$ cat src/rtl/laser_tx_serializer.sv
// Laser transmit framer: pops bytes from the drop queue and sends each as an
// on/off-keyed 10-bit frame (start=1, 8 data bits LSB first, stop=0), with each
// bit held for CLKS_PER_BIT clocks. All outputs come straight from registers.
module laser_tx_serializer #(
  parameter int unsigned CLKS_PER_BIT = 4
) (
  input  logic        clock,
  input  logic        reset_n,
  input  logic        enable,
  input  logic        clear,
  input  logic [7:0]  q_data,
  input  logic        q_empty,
  output logic        q_read,
  output logic        laser_out,
  output logic        busy,
  output logic        frame_done,
  output logic [15:0] bytes_sent
);

  localparam int unsigned CntW = (CLKS_PER_BIT > 1) ? $clog2(CLKS_PER_BIT) : 1;
  localparam logic [CntW-1:0] CntLast = CntW'(CLKS_PER_BIT - 1);

  typedef enum logic [2:0] {
    StIdle,
    StFetch,
    StStart,
    StData,
    StStop
  } state_e;

  state_e          state_q;
  logic [7:0]      sh_q;
  logic [2:0]      bit_cnt_q;
  logic [CntW-1:0] cyc_cnt_q;
  logic [15:0]     bytes_q;
  logic            read_q;
  logic            laser_q;
  logic            busy_q;
  logic            done_q;

  wire slot_end = (cyc_cnt_q == CntLast);
  wire can_fetch = enable && !q_empty;

  // Frame sequencer; outputs are registered alongside the state they belong to.
  always_ff @(posedge clock or negedge reset_n) begin
    if (!reset_n) begin
      state_q   <= StIdle;
      sh_q      <= '0;
      bit_cnt_q <= '0;
      cyc_cnt_q <= '0;
      bytes_q   <= '0;
      read_q    <= 1'b0;
      laser_q   <= 1'b0;
      busy_q    <= 1'b0;
      done_q    <= 1'b0;
    end else begin
      // Strobes default low; only set on the transitions that need them.
      read_q <= 1'b0;
      done_q <= 1'b0;
      if (clear) begin
        // Abort: a byte already popped is simply dropped, the frame count is kept.
        state_q   <= StIdle;
        sh_q      <= '0;
        bit_cnt_q <= '0;
        cyc_cnt_q <= '0;
        laser_q   <= 1'b0;
        busy_q    <= 1'b0;
      end else begin
        unique case (state_q)
          StIdle: begin
            laser_q <= 1'b0;
            busy_q  <= 1'b0;
            if (can_fetch) begin
              state_q <= StFetch;
              read_q  <= 1'b1;
              busy_q  <= 1'b1;
            end
          end
          StFetch: begin
            // The queue pops on this edge, so capture its head now.
            sh_q      <= q_data;
            cyc_cnt_q <= '0;
            laser_q   <= 1'b1;
            state_q   <= StStart;
          end
          StStart: begin
            if (slot_end) begin
              cyc_cnt_q <= '0;
              bit_cnt_q <= '0;
              laser_q   <= sh_q[0];
              state_q   <= StData;
            end else begin
              cyc_cnt_q <= cyc_cnt_q + CntW'(1);
            end
          end
          StData: begin
            if (slot_end) begin
              cyc_cnt_q <= '0;
              sh_q      <= {1'b0, sh_q[7:1]};
              if (bit_cnt_q == 3'd7) begin
                laser_q <= 1'b0;
                state_q <= StStop;
              end else begin
                // Next bit is the one about to be shifted into sh_q[0].
                laser_q   <= sh_q[1];
                bit_cnt_q <= bit_cnt_q + 3'd1;
              end
            end else begin
              cyc_cnt_q <= cyc_cnt_q + CntW'(1);
            end
          end
          StStop: begin
            if (slot_end) begin
              cyc_cnt_q <= '0;
              bytes_q   <= bytes_q + 16'd1;
              done_q    <= 1'b1;
              if (can_fetch) begin
                state_q <= StFetch;
                read_q  <= 1'b1;
              end else begin
                state_q <= StIdle;
                busy_q  <= 1'b0;
              end
            end else begin
              cyc_cnt_q <= cyc_cnt_q + CntW'(1);
            end
          end
          default: begin
            state_q <= StIdle;
            laser_q <= 1'b0;
            busy_q  <= 1'b0;
          end
        endcase
      end
    end
  end

  assign q_read     = read_q;
  assign laser_out  = laser_q;
  assign busy       = busy_q;
  assign frame_done = done_q;
  assign bytes_sent = bytes_q;

endmodule

$ cat config.mk
export PLATFORM = sky130hd
export DESIGN_NAME = laser_tx_serializer
export DESIGN_NICKNAME = d
export VERILOG_FILES = /design/src/rtl/laser_tx_serializer.sv
export SDC_FILE = /design/constraint.sdc
export NUM_CORES = 1
export LEC_CHECK = 0
export ABC_AREA = 0
export BUFFER_PORTS_ARGS = -buffer_cell sky130_fd_sc_hd__buf_2
export CAP_MARGIN = 20
export CELL_PAD_IN_SITES_DETAIL_PLACEMENT = 1
export CELL_PAD_IN_SITES_GLOBAL_PLACEMENT = 2
export CORE_ASPECT_RATIO = 0.9
export CORE_MARGIN = 2
export CORE_UTILIZATION = 38
export CTS_CLUSTER_DIAMETER = 100
export DETAILED_ROUTE_END_ITERATION = 7
export HOLD_SLACK_MARGIN = 0.15
export PLACE_DENSITY = 0.83
export REMOVE_ABC_BUFFERS = 1
export SLEW_MARGIN = 10
export SYNTH_ARGS = -nofsm -noshare
export SYNTH_HDL_FRONTEND = slang
export SYNTH_SLANG_ARGS = --single-unit
$ cat constraint.sdc
create_clock -name clock -period 4.8 [get_ports clock]
set_clock_uncertainty 0.15 [all_clocks]
set_input_delay 0.24 -clock clock [delete_from_list [all_inputs] [get_ports clock]]
set_output_delay 0.24 -clock clock [all_outputs]
set_load 0.02 [all_outputs]
==> results.md <==
Clocking:
- The clock transition at the register clock pins on the worst setup and hold paths after CTS is 0.07 ns.
- The number of sinks on the clock net is 36.
- The maximum root-to-sink buffer count is 2.
- For the worst-skew pair, the clock arrives at the later sink with an insertion delay of 0.29 ns.
- The tree is rooted in a clkbuf_8.
- The count of H-tree levels built during CTS is 2.
- The post-CTS setup repair buffer count is 0.
- TritonCTS built the clock tree.
- The total CTS buffers is 5.

Worst setup path:
- In this run the critical register-to-register path is captured at sh_q[3].
- The peak fanout along the critical path is 11.
- The critical path data required time is 4.81 ns.
- Across all register-to-register paths, the minimum setup slack is 2.73 ns.
- The highest-delay cell along the critical path is dfrtp_1.
- The number of cells on the worst reg-to-reg path is 5.
- The critical path data arrival time is 2.07 ns.
- The element type at the critical path start is a flop.
- In this design, the stage delay of the slowest critical-path cell is 0.40 ns.
- Walking the worst path, the cells encountered are ha_1 -> nand2b_4 -> a31oi_4 -> or2_0 -> o21ai_0.
- The reg-to-reg critical path startpoint is cyc_cnt_q[0].
- The kind of end point of the critical path is a flop.
- The critical path in this run is classified as flop to flop.

Logic synthesis:
- For this run, the leading register cell type out of synthesis is dfrtp_1.
- The cell area after synthesis is 1760 um^2.
- In this run, synthesis produced a sequential element count of 36.
- Yosys printed 0 warnings.
- After synthesis, the mean cell area works out to 11.3 um^2.
- The number of synthesized flops with an enable pin is 0.
- The top cell type by total area after synthesis is dfrtp_1.
- The number of different library cells used by synthesis comes to 43.
- The fraction of registers with async set or reset after synthesis is 100%.
- The cell count after synthesis is 156.
- Summing the sequential cell areas from Yosys gives 51.2% of the chip area.
- Yosys attributes the largest share of cell area to dfrtp_1 (51%), xnor2_1 (6.0%), nand2_1 (4.1%), mux2i_1 (4.0%), o21ai_0 (3.7%).
- After synthesis, the largest area contributor takes up 51.2% of total cell area.

Floorplanning:
- The floorplan step defined a die boundary enclosing 5190 um^2.
- The die span in x is 75.7 um.
- The floorplan has 23 rows.
- The number of top-level pins is 33.
- The die boundary height is 68.6 um.
- The placeable core region is 4460 um^2.
- The initial utilization of the core area, before any placement, comes to 39.4%.

Routing:
- The routed layout has 1322 vias.
- Dividing the detail-routed wire length by the instance count gives 15.4 um.
- The remaining antenna violation count is 0.
- For this block, the routed nets add up to 4.04 mm of wire.
- The post-detailed-route DRC marker count is 0.
- The number of optimization iterations in the first detailed-route pass is 3.
- Using the TritonRoute via totals, the vias-per-cell ratio works out to 5.05.
- The number of violations reported at the end of detailed-routing iteration 0 is 58.

Placement:
- Prior to clock tree synthesis, the placed netlist has a worst setup slack of 2.71 ns.
- The final weighted congestion of routability-driven global placement is 0.795.
- The total of buffers placed on input and output ports is 32.
- The total instance count after detailed placement is 245.
- The wire-length estimate of the detail-placed layout is 2.83 mm.

GRT:
- Global routing used 17.1% of the available tracks.
- The overflow left after global routing is 0.
- The first global-routing pass estimated 6.59 mm of wire.
- The pin count of the biggest net entering global routing is 37.
- The number of global-route vias before repair came to 1384.
- The initial antenna violation count was 0.

Run status:
- The flow ran to the end, and the final reports show no timing, DRC or antenna violations.

STA:
- Adding up every negative setup slack in the final design gives 0 ns.
- The worst setup slack after layout is 2.73 ns.
- The hold violation total from the final report came to 0.
- Dividing the final minimum period by the clock period gives 43.1%.
- The final count of negative-setup-slack endpoints is 0.
- The number of max-slew violations in the final report is 0.
- Setup repair after global routing left no endpoint under its margin.
- The clock period minus worst slack is 2.07 ns.
- Headroom to the max-slew limit came out at 46.9%.
- At the pin with the least slew margin, the transition time is 0.797 ns.
- The highest attainable clock frequency is 0.484 GHz.

Final layout:
- The filler cells instantiated in the layout total 493.
- The repair_antennas step left the layout with diodes totalling 0.
- The synthesis-to-layout area growth is 22.3%.
- The final instance count without filler cells is 262.
- In the final design database the tool counted 216 nets.
- Leaving out fill and tap cells, the most frequent cell in the layout is dfrtp_1.
- The fraction of layout instances using a drive strength above 1 is 25.0%.
- In the layout the commonest cells are dfrtp_1 (36), buf_2 (32), nand2_1 (19).

Worst hold path:
- The beginning of the worst hold path is clear.
- The class of the tightest hold or removal check is primary input to flop.
- The worst-case hold path end point is busy.
- Counting instances, the worst hold path has a depth of 2.

Pwr:
- The worst-case IR drop observed on VDD is 0.135 mV.
- Power spread over the standard cell area amounts to 273 nW/um^2.
- The overall power after layout is 0.588 mW.
- The reported leakage power is 1.08 nW.

Flow run:
- The tool flagged a number of max-cap violations equal to 0.
==> synthesized netlist by cell type, types with 2 or more instances <==
cell type / number
dfrtp_1: 36
nand2_1: 19
o21ai_0: 13
xnor2_1: 12
mux2i_1: 7
and3_1: 5
ha_1: 4
nand3_1: 4
nand4_1: 4
nor2_1: 4
inv_1: 3
nand3b_1: 3
xor2_1: 3
a21oi_1: 2
a221oi_1: 2
a22o_1: 2
a22oi_1: 2
and4_1: 2
buf_2: 2
buf_4: 2
mux2_2: 2
nand2b_4: 2
==> worst max-delay path, delay by kind of cell (launching register included) <==
| kind | cells | cell delay [ns] |
|---|---|---|
| AND/OR/NAND/NOR | 2 | 0.54 |
| adder cells (fa/ha/maj) | 1 | 0.34 |
| flip-flops | 1 | 0.40 |
| AO/OA/AOI/OAI | 2 | 0.49 |
==> per-layer routing <==
metal | GRT usage [%] | vias to the layer above | wire length (um)
li1 | - | 639 | -
met1 | 20.9 | 649 | 1790
met2 | 28.7 | 26 | 2030
met3 | 4.65 | 8 | 149
met4 | 7.02 | 0 | 70
met5 | 0 | - | 0
==> power by group <==
part | internal (mW) | leakage, nW | total, mW | switching [mW]
combinational | 0.0195 | 0.539 | 0.0440 | 0.0244
sequential | 0.312 | 0.493 | 0.320 | 0.00857
clock | 0.117 | 0.0445 | 0.224 | 0.107
total | 0.448 | 1.08 | 0.588 | 0.140
==> worst max path at each step <==
stage	slack, ns	end	cells after the start	startpoint
after floorplan	3.04	sh_q[0]	5	cyc_cnt_q[0]
after global routing	2.56	sh_q[5]	5	cyc_cnt_q[0]
after global placement	2.83	sh_q[3]	5	cyc_cnt_q[0]
after detailed placement	2.71	sh_q[3]	5	cyc_cnt_q[0]
after CTS	2.70	sh_q[3]	5	cyc_cnt_q[0]
final	2.73	sh_q[3]	5	cyc_cnt_q[0]
==> what timing repair did <==
| action | CTS | global route |
|---|---|---|
| gates resized for setup | 0 | 0 |
| hold buffers | 9 | 0 |
| hold endpoints to repair | 44 | 0 |
==> metrics by stage <==
stage	util (%)	area [um^2]	hold WS, ns
CTS	48.2	2150	0.151
finish	48.2	2150	0.163
global route	48.2	2150	0.181
floorplan	-	1730	-0.206
global placement	44.1	1970	0.218
detailed placement	44.1	1970	0.234
==> sequential cells by signal, summed over array words and instances, names as in the netlist <==
name and cells:
frame_done 1, busy 1, bit_cnt_q 3, q_read 1, laser_out 1, cyc_cnt_q 2, state_q 3, sh_q 8
bytes_sent 16
==> cells by family (layout without fill, tap and decap cells) <==
family,Yosys count,after routing,share of synthesized area (%)
AOI/OAI and AO/OA,28,28,11.2
DFF,36,36,51.2
muxes,9,9,5.26
and+or+nand+nor,56,56,19.8
xor gates and xnor gates,15,15,7.47
buffers and inverters,8,52,2.28
adders and majority gates,4,4,2.85
==> layout make-up <==
type | count | area [um^2] | area share, %
Multi-Input combinational cell | 112 | 818 | 38.0
Clock buffer | 7 | 86.3 | 4.01
Tap cell | 62 | 77.6 | 3.60
Timing Repair Buffer | 41 | 250 | 11.6
Inverter | 3 | 11.3 | 0.523
Sequential cell | 36 | 901 | 41.9
Clock inverter | 1 | 7.51 | 0.349
Note: power is estimated with default switching activity, not from simulation.
